### src/rtl/bus_ad_responder.sv
// bus_ad_responder
//   Device-side responder for an 8-bit multiplexed address/data bus.
//   The bus inputs are synchronised, the write strobe edges are decoded,
//   the address is latched, and a register file is kept. Read data goes back
//   through ad_out/ad_oe to the pad tri-state. Local logic gets a separate
//   read/write port into the same register file.
// Parameters
//   NREG         number of 8-bit registers, addresses 0..NREG-1 (NREG <= 256)
//   SYNC_FF      synchroniser depth on every bus input (>= 2)
// Ports
//   clk, reset_n                 clock, asynchronous active-low reset
//   cs_n, a_d, wr_n, rd_n        bus strobes (a_d: 0 = address, 1 = data)
//   ad_in                        AD value seen at the pad
//   ad_out, ad_oe                read data and pad drive enable
//   loc_addr, loc_wdata, loc_we  local write port (writes on the next clk)
//   loc_rdata                    combinational local read, 0x00 if out of range
//   bus_wr_pulse, bus_wr_addr    one-clk pulse and address of each committed bus data write
module bus_ad_responder #(
   parameter int unsigned NREG    = 16,
   parameter int unsigned SYNC_FF = 2
) (
   input  logic       clk,
   input  logic       reset_n,
   input  logic       cs_n,
   input  logic       a_d,
   input  logic       wr_n,
   input  logic       rd_n,
   input  logic [7:0] ad_in,
   output logic [7:0] ad_out,
   output logic       ad_oe,
   input  logic [7:0] loc_addr,
   input  logic [7:0] loc_wdata,
   input  logic       loc_we,
   output logic [7:0] loc_rdata,
   output logic       bus_wr_pulse,
   output logic [7:0] bus_wr_addr
);

   typedef enum logic {
      ST_IDLE,
      ST_RD_DRIVE
   } state_t;

   // Synchroniser word: {cs_n, a_d, wr_n, rd_n, ad[7:0]}; idle = cs_n/wr_n/rd_n high.
   localparam logic [11:0] IDLE_LVL = 12'hB00;

   logic [11:0] r_sync [SYNC_FF];
   logic        r_wr_d;
   logic        r_err;
   logic [7:0]  r_addr;
   logic [7:0]  r_regs [NREG];
   state_t      r_state;
   logic [7:0]  r_ad_out;
   logic        r_oe;
   logic        r_wr_pulse;
   logic [7:0]  r_wr_addr;

   logic        w_cs_n;
   logic        w_a_d;
   logic        w_wr_n;
   logic        w_rd_n;
   logic [7:0]  w_ad;
   logic        w_wr_n_pre;
   logic        w_addr_ok;
   logic        w_wr_rise;
   logic        w_wr_commit;
   logic        w_addr_wr;
   logic        w_data_wr;
   logic        w_rd_req;
   logic [7:0]  w_rd_sel;
   logic [7:0]  w_loc_sel;
   state_t      w_state_nxt;
   logic        w_load;
   logic        w_oe_nxt;

   // ---------------- input synchroniser ----------------
   always_ff @(posedge clk or negedge reset_n) begin
      if (!reset_n) begin
         for (int unsigned i = 0; i < SYNC_FF; i++) begin
            r_sync[i] <= IDLE_LVL;
         end
      end else begin
         r_sync[0] <= {cs_n, a_d, wr_n, rd_n, ad_in};
         for (int unsigned i = 1; i < SYNC_FF; i++) begin
            r_sync[i] <= r_sync[i-1];
         end
      end
   end

   assign w_cs_n     = r_sync[SYNC_FF-1][11];
   assign w_a_d      = r_sync[SYNC_FF-1][10];
   assign w_wr_n     = r_sync[SYNC_FF-1][9];
   assign w_rd_n     = r_sync[SYNC_FF-1][8];
   assign w_ad       = r_sync[SYNC_FF-1][7:0];
   // wr_n one stage earlier: lets the registered ad_oe drop before the
   // fully synchronised wr_n goes low.
   assign w_wr_n_pre = r_sync[SYNC_FF-2][9];

   // ---------------- write strobe decode ----------------
   assign w_addr_ok   = ({1'b0, r_addr} < 9'(NREG));
   assign w_wr_rise   = w_wr_n & ~r_wr_d;
   // r_err remembers rd_n overlapping the wr_n low period (bus error).
   assign w_wr_commit = w_wr_rise & ~w_cs_n & w_rd_n & ~r_err;
   assign w_addr_wr   = w_wr_commit & ~w_a_d;
   assign w_data_wr   = w_wr_commit & w_a_d & w_addr_ok;

   always_ff @(posedge clk or negedge reset_n) begin
      if (!reset_n) begin
         r_wr_d     <= 1'b1;
         r_err      <= 1'b0;
         r_addr     <= '0;
         r_wr_pulse <= 1'b0;
         r_wr_addr  <= '0;
      end else begin
         r_wr_d     <= w_wr_n;
         if (w_wr_n) begin
            r_err <= 1'b0;
         end else if (!w_rd_n) begin
            r_err <= 1'b1;
         end
         if (w_addr_wr) begin
            r_addr <= w_ad;
         end
         r_wr_pulse <= w_data_wr;
         if (w_data_wr) begin
            r_wr_addr <= r_addr;
         end
      end
   end

   // ---------------- register file ----------------
   // Bus write has priority when both ports target the same register.
   always_ff @(posedge clk or negedge reset_n) begin
      if (!reset_n) begin
         for (int unsigned i = 0; i < NREG; i++) begin
            r_regs[i] <= '0;
         end
      end else begin
         for (int unsigned i = 0; i < NREG; i++) begin
            if (w_data_wr && (r_addr == 8'(i))) begin
               r_regs[i] <= w_ad;
            end else if (loc_we && (loc_addr == 8'(i))) begin
               r_regs[i] <= loc_wdata;
            end
         end
      end
   end

   // Read muxes; addresses with no matching register yield 0x00.
   always_comb begin
      w_rd_sel  = '0;
      w_loc_sel = '0;
      for (int unsigned i = 0; i < NREG; i++) begin
         if (r_addr == 8'(i)) begin
            w_rd_sel = r_regs[i];
         end
         if (loc_addr == 8'(i)) begin
            w_loc_sel = r_regs[i];
         end
      end
   end

   assign loc_rdata = w_loc_sel;

   // ---------------- read FSM ----------------
   assign w_rd_req = ~w_cs_n & ~w_rd_n & w_a_d & w_wr_n & w_wr_n_pre;

   always_ff @(posedge clk or negedge reset_n) begin
      if (!reset_n) begin
         r_state  <= ST_IDLE;
         r_oe     <= 1'b0;
         r_ad_out <= '0;
      end else begin
         r_state <= w_state_nxt;
         r_oe    <= w_oe_nxt;
         if (w_load) begin
            r_ad_out <= w_rd_sel;
         end
      end
   end

   always_comb begin
      w_state_nxt = r_state;
      w_load      = 1'b0;
      w_oe_nxt    = 1'b0;
      case (r_state)
         ST_IDLE: begin
            if (w_rd_req) begin
               w_state_nxt = ST_RD_DRIVE;
               w_load      = 1'b1;
               w_oe_nxt    = 1'b1;
            end
         end
         ST_RD_DRIVE: begin
            if (w_rd_req) begin
               w_oe_nxt = 1'b1;
            end else begin
               w_state_nxt = ST_IDLE;
            end
         end
         default: w_state_nxt = ST_IDLE;
      endcase
   end

   assign ad_out       = r_ad_out;
   assign ad_oe        = r_oe;
   assign bus_wr_pulse = r_wr_pulse;
   assign bus_wr_addr  = r_wr_addr;

endmodule

### config.mk
export PLATFORM = sky130hd
export DESIGN_NAME = bus_ad_responder
export DESIGN_NICKNAME = d
export VERILOG_FILES = /design/src/rtl/bus_ad_responder.sv
export SDC_FILE = /design/constraint.sdc
export NUM_CORES = 1
export LEC_CHECK = 0
export BUFFER_PORTS_ARGS = -buffer_cell sky130_fd_sc_hd__buf_2
export CORE_ASPECT_RATIO = 1.1
export CORE_MARGIN = 2
export CORE_UTILIZATION = 35
export DETAILED_ROUTE_END_ITERATION = 7
export PLACE_DENSITY = 0.49
export SKIP_LAST_GASP = 1
export SLEW_MARGIN = 20
export SYNTH_ARGS = -nofsm -noshare
export SYNTH_HDL_FRONTEND = slang
export SYNTH_SLANG_ARGS = --single-unit
### constraint.sdc
create_clock -name clk -period 5.9 [get_ports clk]
set_input_delay 1.18 -clock clk [delete_from_list [all_inputs] [get_ports clk]]
set_output_delay 1.18 -clock clk [all_outputs]
set_load 0.02 [all_outputs]
[Word-level counts from Yosys, hierarchy flattened]
Index checks and enable logic that the tools add are counted.
Storage, ports and cells
  register bits: 180
  bits in latches: 0
  bits in writable memories: 0
  bits in read-only memories: 0
  output and inout port bits: 26
  memories: 0
Operators by class
  $add $sub $neg: 0
  $mul: 0
  divide/modulo/power cells: 0
  magnitude comparators: 1
  equal/unequal tests: 31
  shift-type cells: 0
  muxes and demuxes: 68
  bitwise gates (word level): 16
  reduce and logical (&&, ||, !) cells: 50
Operators by type and width (count)
  $mux W8: 64
  $eq A8 B4 Y1 const B: 16
  $eq A8 B3 Y1 const B: 8
  $eq A8 B2 Y1 const B: 4
  $logic_and A1 B1 Y1: 32
  $reduce_bool A2 Y1: 16
  $eq A8 B1 Y1 const B: 2
  $logic_not A8 Y1: 2
  $and A1 B1 Y1: 11
  $lt A8 B5 Y1 const B: 1
  $not A1 Y1: 5
  $mux W1: 4
  $ne A2 B1 Y1 const B: 1

[Longest topological paths before layout]
Gate-level depths: netlist of the first run.
  depth in word-level cells: 17
  depth in mapped cells: 9
  depth with buffers taken out: 6

[Worst setup path before layout of the first run]
No wires, ideal clock.
  path kind: in2out
  start point: input loc_addr[0]
  end point: output loc_rdata[3]
  data arrival time: 2938 ps
  data required time: 4720 ps
  slack: 1782 ps
  cell stages on the path: 7
  path through: buf_2 > clkbuf_1 > clkbuf_1 > nand2_1 > a31oi_1 > o221ai_1 > a222oi_1
On the way
  word-level cells in the longest chain between the ends: 17
Ends and longest elaborated chain
  from (decl): line 31  | input logic [7:0] loc_addr,
  $logic_not A8 Y1: line 157  | if (loc_addr == 8'(i)) begin
  $mux W8 (15 in a row): line 157
  $mux W8 *: line 157
  to (decl): line 34  | output logic [7:0] loc_rdata,
Mark *: on every way between the ends. The rest lies on a longest branch, timed or not.

[Final worst setup path of the first run]
  start point: input loc_addr[0]
  end point: output loc_rdata[4]
The elaborated chain is that of the path after synthesis.

==> summary.md, run 1 <==
| Metric | Value |
|---|---|
| Sink Count | 180 |
| P_leak | between 4 and 5 nW |
| # resized after CTS | 0 |
| Post-Synthesis Cells | 1142 |
| Grt met2 use | around 40% |
| Final setup viols | 0 |
| Main combinational cell family by area after synthesis | multiplexers |
| # DRC | 0 |
| First-pass iteration count of the detailed router | 7 |
| Postcts setup bufs | 0 |
| Layout area overhead | 10.1% |
| Mean routed wirelength per cell | between 20 and 30 um |
| Critical path type | input pin to output port |
| Worst setup SP type | input pin |
| Tightest Pin Transition | about 1.1 ns |
| 1st-iter DRT viols | between 1000 and 1500 |
| TNS Setup | 0 ns |
| Adder-cell share of the synthesized area | 0% |
| Dpl cell area | ~11000 um2 |
| Number of synthesized flops with an enable pin | 0 |
| Worst path required time | between 4 and 5 ns |
| R2r setup slk | 2.70 ns |
| Achievable Freq | 0.213 GHz |
| Xor and xnor area share after synthesis | 0% |
| Crit path max fanout | 15 |
| Worst r2r dst | r_regs[3]$_DFFE_PN0P_ |
| Synth cell types | 63 |
| Layout cell share with drive strength beyond 1 | 13.9% |
| Syn nets | about 1200 |
| I/O pin count | 57 |
| Critical Path Slowest Stage Cell | a222oi_1 |
| PD cells | ~290 nW/um2 |
| Core footprint | 29600 um2 |
| Root Driver | clkbuf_16 |
| Die ar. | roughly 31000 um2 |
| Async set-reset flop share out of synthesis | 100% |
| HP Start | r_sync[15]$_DFF_PN0_ |
| YS warnings | 0 |
| Max-cap violations | 0 |
| Final Cell Area | 11600 um2 |
| Worst skew pair latency | roughly 0.45 ns |
| Top_reg_cell synth | dfrtp_1 |
| WHS Path Cells | 0 |
| R2R Path Start | r_addr[7]$_DFFE_PN0P_ |
| GR Overflow Total | 0 |
| Max IR drop VDD | 0.190 mV |
| Largest net degree at the start of global routing | 94 |
| Slowest cell delay on critical path | around 0.46 ns |
| WP buf/inv | 3 |
| Layout fillers | about 3000 |
| CP endpoint kind | output port |
| Worst Hold Path EP | r_sync[3]$_DFF_PN0_ |
| Initial antenna violation count | 0 |
| Period Utilization, post-route | roughly 80% |
| Fin crit period | 4.70 ns |
| Gr busiest metal | met2 |
| FF-to-FF path depth | 7 |
| Slew Viols, Final | 0 |
| Detail Placement HPWL | about 28 mm |
| GPL Wtd Cong | between 0.9 and 1 |
| Outcome | finished clean |
| Routed vias/inst | 6.03 |
| Relative slew slack | a little over a quarter |
| I/O Buffers | 56 |
| Via count | 9171 |
| CTS tree | done |
| Synthesized area | about 11000 um2 |
| Mux share of post-synthesis cell area | roughly a fifth |
| Post-synthesis simple-gate area fraction | between 10 and 15% |
| Yosys reg bits | 180 |
| Hold Buf Count CTS | 0 |
| Antenna Cells | 0 |
| Final Hold Viols | 0 |
| Initial Utilization | around 36% |
| Synth Area in Compound Gates | around a fifth |
| Num rows | 66 |
| Worst path top cell family by delay | buffers and inverters |
| Vias in the first global route | between 8000 and 9000 |
| Setup WS pre-CTS | about 1.3 ns |
| Global routing met1 resource utilization | roughly 39% |
| Max clock buf depth | 2 |
| Global-route wire length before repair | 61.0 mm |
| RSZ-0062 raised after global routing | false |
| Sequential area share after synthesis | between 40% and 50% |
| Worst EP arrival | 3.52 ns |
| Die W | 169 um |
| Total GRT Usage | a little over a quarter |
| Clock-pin slew on the worst setup and hold paths | roughly 0.080 ns |
| Nets | approximately 1200 |
| Die height | around 190 um |
| Fin worst setup slack | 1.20 ns |
| Worst hold-check path type | flip-flop to flip-flop |
| H-tree depth | 4 |
| Clock buffer count from CTS | 17 |
| Critical Path, Cell by Cell | buf_2, clkinv_1, nor2_1, a22oi_1, nor2_1, o221ai_1, a222oi_1, buf_2 |
| Routed WL | 41.3 mm |
| Antenna Violating Nets Remaining | 0 |
| Worst Clk Skew | approximately 0.013 ns |
| Average instance area after synthesis | 9.22 um2 |
| Grt met3 use | under 10% |
[report_power, final]
part / leakage, nW / internal [mW] / switching [mW] / total [mW]
clock network: 0.285 / 0.602 / 0.564 / 1.17
logic: 2.71 / 0.245 / 0.473 / 0.718
registers: 1.80 / 1.34 / 0.153 / 1.49
[cell usage in the layout, fill, tap and decap left out, types with 4 or more instances in the layout]
cell / Yosys / routed
clkbuf_16: 0 / 17
o32ai_1: 4 / 4
a211oi_1: 9 / 9
mux4_2: 10 / 10
nand3_1: 17 / 17
a21o_1: 7 / 7
o21ai_0: 57 / 57
dfstp_2: 7 / 7
nor2b_1: 10 / 10
a31oi_1: 13 / 13
o211ai_1: 7 / 7
buf_4: 2 / 12
mux2i_1: 157 / 157
and2_1: 4 / 4
a221oi_1: 5 / 5
nand2b_1: 10 / 10
a21oi_1: 166 / 166
inv_1: 9 / 9
nor2_1: 164 / 164
dfrtp_1: 173 / 172
mux2_2: 26 / 26
buf_2: 23 / 55
nor3_4: 4 / 4
inv_6: 0 / 5
nor3_1: 16 / 16
a22oi_1: 9 / 9
nand2_1: 78 / 78
or3_1: 6 / 6
o22ai_1: 19 / 19
o221ai_1: 7 / 7
[how the worst max path moves through the flow]
stage	from	to	depth (start not counted)
6_report	loc_addr[0]	loc_rdata[4]	8
5_1_grt	loc_addr[0]	loc_rdata[3]	8
4_1_cts	loc_addr[0]	loc_rdata[4]	8
3_5_place_dp	loc_addr[0]	loc_rdata[4]	8
3_3_place_gp	loc_addr[0]	loc_rdata[4]	8
2_1_floorplan	loc_addr[0]	loc_rdata[3]	7
[logic make-up after synthesis]
group / after synthesis
DFF: 180
buffers and inverters: 106
and+or+nand+nor: 329
muxes: 193
AOI/OAI and AO/OA: 334
[worst register-to-register path, cell delays in order, from the launching register on]
cell,delay [ns]
dfrtp_1,0.40
nor4_2,0.28
buf_4,0.25
nand4_2,0.56
nor2_1,0.68
nand2_1,0.57
nor2_1,0.24
a21oi_1,0.06
[metrics by stage]
stage / power [mW] / util (%) / std cells / hold WS, ns
6_report: 3.37 / 39.2 / 1522 / 0.350
5_1_grt: 3.51 / 39.2 / 1522 / 0.356
4_1_cts: 3.38 / 39.2 / 1522 / 0.353
3_5_place_dp: 2.21 / 37.2 / 1490 / 0.335
3_3_place_gp: 2.21 / 37.2 / 1490 / 0.333
2_1_floorplan: 1.90 / - / 1142 / 0.331
[layer usage]
layer / up-vias / wire (um)
met5: - / 0
met4: 0 / 1490
met3: 80 / 3190
met2: 449 / 18000
met1: 4504 / 18600
li1: 4138 / -
[sequential cells by signal, summed over array words and instances, names as in the netlist]
name and flops:
bus_wr_pulse 1, r_err 1, r_regs 128, ad_out 8, r_sync 24, ad_oe 1, bus_wr_addr 8, r_addr 8
r_wr_d 1
[cells in the mapped netlist, types with 3 or more instances]
cell type,n,area (um2)
clkbuf_1,53,199
o31ai_1,3,22.5
inv_1,9,33.8
o211ai_1,7,52.6
a21o_1,7,52.6
nand2b_1,10,62.6
o32ai_1,4,35.0
mux2_2,26,293
a221o_1,3,30.0
a21oi_1,166,831
nor3_4,4,65.1
mux2i_1,157,1570
a221oi_1,5,43.8
dfrtp_1,173,4330
o21ai_0,57,285
buf_1,15,56.3
nand3_1,17,85.1
a22oi_1,9,67.6
a211oi_1,9,67.6
o221ai_1,7,61.3
nor2b_1,10,62.6
a2111oi_0,3,26.3
nor3_1,16,80.1
buf_2,23,115
o22ai_1,19,119
dfstp_2,7,184
mux4_2,10,225
a211o_1,3,26.3
nand2_1,78,293
nor2_1,164,616
a32o_1,3,30.0
a31oi_1,13,81.3
or3_1,6,37.5
and2_1,4,25.0
[area by class of cell]
class | count | area [um2] | area share [%]
repair buffers | 69 | 399 | 3.44
flip-flops and latches | 180 | 4510 | 38.9
well taps | 374 | 468 | 4.04
clock buffers | 17 | 425 | 3.67
inverters | 11 | 41.3 | 0.356
clock inverters | 15 | 166 | 1.44
multi-input cells | 856 | 5580 | 48.1
Note: power is estimated with default switching activity, not from simulation.
==> inputs of run 2 (changes only) <==
Settings changed: ABC_AREA set to 1, PLACE_DENSITY 0.49 to 0.5.
Clock period 5.9 ns to 3.98 ns, I/O delays scaled along.
==> run 2 against run 1 <==
Effect of this change:
- clock skew rose by 0.0070 ns
- count of clock-buffer cells in the layout rose by 4
- sequential cell count did not move
- final cell count rose by 17%
==> summary.md, run 2 <==
| Metric | Value |
|---|---|
| Crit path max fanout | 11 |
| Clock-pin slew on the worst setup and hold paths | around 0.070 ns |
| Most frequent cell after synthesis | nand2_1 |
| Synth cell types | 36 |
| Routed WL | ~43 mm |
| Setup WS pre-CTS | between 0.1 and 0.15 ns |
| Global-route wire length before repair | between 60 and 70 mm |
| Initial Utilization | a little over a third |
| Root Driver | clkbuf_16 |
| Layout cell share with drive strength beyond 1 | between 10% and 20% |
| FF-to-FF path depth | 11 |
| # DRC | 0 |
| Final Hold Viols | 0 |
| Achievable Freq | ~0.26 GHz |
| RSZ-0062 raised after global routing | false |
| Synthesized area | 10000 um2 |
| Antenna Cells | 0 |
| CTS tree | done |
| GPL Wtd Cong | 1.03 |
| 1st-iter DRT viols | 1145 |
| Sink Count | 180 |
| Hold Buf Count CTS | 0 |
| Yosys top cell by area | dfrtp_1 |
| R2R Path Start | r_sync[9]$_DFF_PN1_ |
| Max clock buf depth | 2 |
| Routed vias/inst | 5.59 |
| Clock buffer count from CTS | 17 |
| Max IR drop VDD | 0.199 mV |
| Fin worst setup slack | 0.178 ns |
| Slew Viols, Final | 0 |
| HP Start | r_sync[16]$_DFF_PN0_ |
| Worst Clk Skew | roughly 0.020 ns |
| Detail Placement HPWL | ~30 mm |
| Largest registers | r_regs x128, r_sync x24 |
| Die W | 165 um |
| Worst skew pair latency | 0.46 ns |
| Largest register FFs | 128 |
| P_leak | around 5.3 nW |
| Area contributors post-synth | dfrtp_1 (43%), nand2_1 (14%), o21ai_0 (9.5%), inv_1 (5.1%), nor2_1 (4.1%) |
| Async set-reset flop share out of synthesis | 100% |
| Total GRT Usage | 29.1% |
| Sequential area share after synthesis | between 40% and 50% |
| I/O pin count | between 50 and 60 |
| Postcts setup bufs | 0 |
| Core footprint | about 28000 um2 |
| Most frequent cells in the layout | nand2_1 (382), o21ai_0 (190), dfrtp_1 (173) |
| PD cells | roughly 420 nW/um2 |
| Final Cell Area | approximately 11000 um2 |
| Die height | between 150 and 200 um |
| Worst Hold Path EP | r_sync[4]$_DFF_PN0_ |
| # resized after CTS | 0 |
| Worst hold-check path type | flip-flop to flip-flop |
| R2r setup slk | 1.14 ns |
| Average instance area after synthesis | ~7.4 um2 |
| Fin crit period | between 3 and 4 ns |
| Num rows | 64 |
| GR Overflow Total | 0 |
| WL met3 | approximately 2.5 mm |
| CP endpoint kind | output port |
| Nets | about 1400 |
| H-tree depth | 4 |
| Number of synthesized flops with an enable pin | 0 |
| Top_reg_cell synth | dfrtp_1 |
| Layout fillers | 2896 |
| Worst EP arrival | around 3.0 ns |
| Top sig layer | met4 |
| Yosys reg bits | 180 |
| Outcome | finished clean |
| Commonest cells post-synth | nand2_1 (382), o21ai_0 (190), dfrtp_1 (173) |
| Worst setup SP type | input pin |
| Biggest register | r_regs |
| YS warnings | 0 |
| First-pass iteration count of the detailed router | 6 |
| Relative slew slack | between 30% and 40% |
| Final Total Pwr | roughly 4.8 mW |
| WHS Path Cells | 0 |
| Vias in the first global route | 9717 |
| Worst r2r dst | r_regs[67]$_DFFE_PN0P_ |
| WL met2 | between 15 and 20 mm |
| Worst path required time | around 3.2 ns |
| Initial antenna violation count | 0 |
| Post-Synthesis Cells | 1353 |
| Share of the synthesized area in the top cell type | between 40 and 50% |
| Layout area overhead | 12.8% |
| Period Utilization, post-route | a little over nine tenths |
| Dpl cell area | around 11000 um2 |
| Critical path type | input pin to output port |
| Met1 WL | roughly 18 mm |
| Mean routed wirelength per cell | approximately 24 um |
| Tightest Pin Transition | between 0.9 and 1 ns |
| Final setup viols | 0 |
| TNS Setup | 0 ns |
| Syn nets | approximately 1400 |
| Via count | between 9000 and 10000 |
| Antenna Violating Nets Remaining | 0 |
| Most common cell after layout, fill and taps aside | nand2_1 |
| Largest net degree at the start of global routing | approximately 110 |
| I/O Buffers | between 50 and 60 |
| Die ar. | between 20000 and 30000 um2 |
| Max-cap violations | 0 |
==> run 2: changes by cell type in the layout (fill, tap and decap cells not counted), sizes merged, moves of 11 or more <==
cell / before / now
nand2: 78 / 390
nand3: 18 / 76
inv: 16 / 160
o21ai: 57 / 208
o221ai: 7 / 25
mux2: 26 / 0
nand4: 3 / 53
nor2: 166 / 137
o22ai: 19 / 2
a31oi: 13 / 2
a21oi: 166 / 20
mux2i: 157 / 0
==> run 2: kinds of logic after synthesis <==
| group | Yosys count | share of synthesized area [%] |
|---|---|---|
| DFF | 180 | 45.1 |
| buffers and inverters | 199 | 7.88 |
| AOI/OAI and AO/OA | 286 | 16.5 |
| and+or+nand+nor | 688 | 30.6 |
==> run 2: power by group <==
part | internal (mW) | switching [mW]
combinational | 0.224 | 0.618
clock | 0.913 | 0.808
sequential | 2.02 | 0.195
total | 3.16 | 1.62
==> run 2: per-layer routing <==
metal	vias to the layer above	global-route usage, %
met5	-	0
li1	4606	-
met2	435	46.0
met3	118	4.41
met1	4800	38.8
met4	0	14.5
==> run 2: area by class of cell <==
type	instances	area, um2	share of cell area, %
sequential	180	4510	39.9
clock inverter	11	101	0.897
inverter	160	601	5.31
multi-input combinational	974	4710	41.7
clock buffer	21	470	4.16
tap	363	454	4.02
timing repair buffer	74	449	3.97
==> run 2: how the worst max path moves through the flow <==
stage	from	end	slack, ns	depth (start not counted)
final	loc_addr[5]	loc_rdata[4]	0.18	13
after CTS	loc_addr[5]	loc_rdata[4]	0.10	13
after floorplan	loc_addr[4]	loc_rdata[0]	1.00	12
after detailed placement	loc_addr[5]	loc_rdata[4]	0.11	13
after global routing	loc_addr[4]	loc_rdata[4]	0.01	13
after global placement	loc_addr[4]	loc_rdata[4]	0.14	13
==> run 2: critical path, stage by stage <==
cell     delay (ns)
buf_2          0.08
inv_1          0.05
nand3_4        0.15
inv_1          0.20
nand2_1        0.31
nor2_1         0.07
nor3_1         0.26
nand4_1        0.16
nor2_1         0.15
nand4_1        0.09
nor3_1         0.29
nand4_1        0.19
buf_2          0.20
==> run 2: per-stage QoR <==
stage,util (%),hold WS [ns],cells
after floorplan,-,0.331,1353
after global placement,38.4,0.333,1751
after detailed placement,38.4,0.335,1751
after CTS,40.4,0.349,1783
after global routing,40.4,0.359,1783
final,40.4,0.347,1783
==> inputs of run 3 (changes only) <==
Settings changed: CELL_PAD_IN_SITES_DETAIL_PLACEMENT set to 0, CELL_PAD_IN_SITES_GLOBAL_PLACEMENT set to 2, CORE_UTILIZATION 35 to 32, PLACE_DENSITY 0.5 to 0.73.
==> run 3 against run 2 <==
Effect of this change:
- final area increased by 0.71%
- maximum frequency decreased by 3.6%
- final cell count increased by 3.1%
- sequential cell count unchanged
- highest routed layer unchanged
==> summary.md, run 3 (synthesized netlist as in run 2, its figures left out) <==
| Metric | Value |
|---|---|
| RSZ-0062 raised after global routing | false |
| I/O Buffers | 56 |
| I/O pin count | 57 |
| # resized after CTS | 0 |
| HP Start | r_sync[22]$_DFF_PN0_ |
| 1st-iter DRT viols | approximately 1000 |
| Sequential group share of total power | between 40 and 50% |
| Die ar. | 32700 um2 |
| Crit path max fanout | 9 |
| Core footprint | slightly above 30000 um2 |
| Layout fillers | approximately 3400 |
| Worst Hold Path EP | r_sync[10]$_DFF_PN0_ |
| Routed WL | between 40 and 50 mm |
| Slew Viols, Final | 0 |
| Fin crit period | around 4 ns |
| Largest register FFs | 128 |
| Antenna Violating Nets Remaining | 0 |
| Clock power share | roughly 36% |
| First-pass iteration count of the detailed router | 5 |
| Detail Placement HPWL | 31.3 mm |
| Clock-pin slew on the worst setup and hold paths | about 0.060 ns |
| Dpl cell area | between 10000 and 15000 um2 |
| Outcome | finished clean |
| WHS Path Cells | 0 |
| Total GRT Usage | a little over a quarter |
| R2r setup slk | about 1.1 ns |
| Die W | 173 um |
| Worst EP arrival | 3.15 ns |
| H-tree depth | 4 |
| Achievable Freq | 0.254 GHz |
| Biggest register | r_regs |
| Layout area overhead | 13.6% |
| # DRC | 0 |
| CP endpoint kind | output port |
| Vias in the first global route | roughly 9300 |
| Largest net degree at the start of global routing | 83 |
| Root Driver | clkbuf_16 |
| Final Cell Area | ~11000 um2 |
| Final setup viols | 0 |
| Comb pwr share | approximately 18% |
| FF-to-FF path depth | 13 |
| Max clock buf depth | 2 |
| Worst skew pair latency | approximately 0.46 ns |
| Layout cell share with drive strength beyond 1 | a little over an eighth |
| Die height | 190 um |
| P_sw | roughly 1.6 mW |
| Global-route wire length before repair | about 64 mm |
| CTS tree | done |
| Max-cap violations | 0 |
| Period Utilization, post-route | between 90% and 100% |
| Via count | around 10000 |
| Tightest Pin Transition | around 0.92 ns |
| GPL Wtd Cong | between 0.9 and 1 |
| Mean routed wirelength per cell | 23.9 um |
| Most common cell after layout, fill and taps aside | nand2_1 |
| Critical path type | input pin to output port |
| Worst hold-check path type | flip-flop to flip-flop |
| Num rows | 67 |
| Most frequent cells in the layout | nand2_1 (381), o21ai_0 (190), dfrtp_1 (173) |
| Switching Share | between 30% and 40% |
| Routed vias/inst | 5.38 |
| Worst Clk Skew | roughly 0.016 ns |
| P_leak | about 5.3 nW |
| Postcts setup bufs | 0 |
| TNS Setup | 0 ns |
| Max IR drop VDD | slightly below 0.3 mV |
| Worst setup SP type | input pin |
| Initial antenna violation count | 0 |
| Nets | about 1400 |
| Worst path required time | roughly 3.2 ns |
| Clock buffer count from CTS | 17 |
| Largest registers | r_regs x128, r_sync x24 |
| Worst r2r dst | ad_out[3]$_DFFE_PN0P_ |
| PD cells | approximately 420 nW/um2 |
| GR Overflow Total | 0 |
| Hold Buf Count CTS | 0 |
| P_int | 3.19 mW |
| R2R Path Start | r_addr[4]$_DFFE_PN0P_ |
| Sink Count | 180 |
| Relative slew slack | 38.6% |
| Initial Utilization | between 30% and 40% |
| Final Hold Viols | 0 |
==> run 3: how the worst max path moves through the flow <==
stage / slack (ns) / cells past startpoint / startpoint / to
after floorplan: 1.00 / 12 / loc_addr[4] / loc_rdata[0]
after global placement: 0.09 / 13 / loc_addr[4] / loc_rdata[4]
after detailed placement: 0.12 / 13 / loc_addr[4] / loc_rdata[4]
after CTS: 0.10 / 13 / loc_addr[4] / loc_rdata[4]
after global routing: 0.0003 / 13 / loc_addr[1] / loc_rdata[7]
final: 0.04 / 13 / loc_addr[1] / loc_rdata[4]
==> run 3: power groups by stage <==
stage               sequential (mW)  clock (mW)  combinational, mW
finish                         2.21        1.74              0.877
floorplan                      2.20           0              0.454
detailed placement             2.24           0              0.869
CTS                            2.21        1.77              0.871
global placement               2.24           0              0.867
global route                   2.23        1.83              0.953
==> run 3: critical path, stage by stage <==
cell and delay, ns:
buf_2 0.12, inv_1 0.04, nand2_1 0.18, nor2_1 0.20
nand3_1 0.13, nand2_1 0.08, nor3_1 0.30, nand4_1 0.20
nor2_1 0.24, nand4_1 0.12, nor3_1 0.34, nand4_1 0.18
buf_2 0.20
==> run 3: routing by layer <==
layer	up-vias	global-route usage [%]	wire [um]
li1	4629	-	-
met1	4869	38.6	20600
met4	0	8.83	1150
met3	58	4.02	2510
met5	-	0	0
met2	333	42.7	19700
==> run 3: area by class of cell <==
type	count	area [um2]	area share, %
Sequential cell	180	4510	39.7
Clock inverter	8	106	0.934
Tap cell	414	518	4.55
Timing Repair Buffer	77	459	4.03
Antenna cell	1	2.50	0.0220
Multi-Input combinational cell	974	4720	41.5
Clock buffer	24	462	4.06
Inverter	160	601	5.28
==> run 3: metrics by stage <==
step | std cells | total power, mW | setup WS (ns) | hold WS, ns | utilization [%]
after floorplan | 1353 | 2.65 | 1.00 | 0.331 | -
after global placement | 1805 | 3.11 | 0.0928 | 0.333 | 35.2
after detailed placement | 1805 | 3.11 | 0.119 | 0.335 | 35.2
after CTS | 1837 | 4.85 | 0.105 | 0.350 | 37.1
after global routing | 1837 | 5.02 | 0.000316 | 0.355 | 37.1
final | 1838 | 4.82 | 0.0374 | 0.348 | 37.1
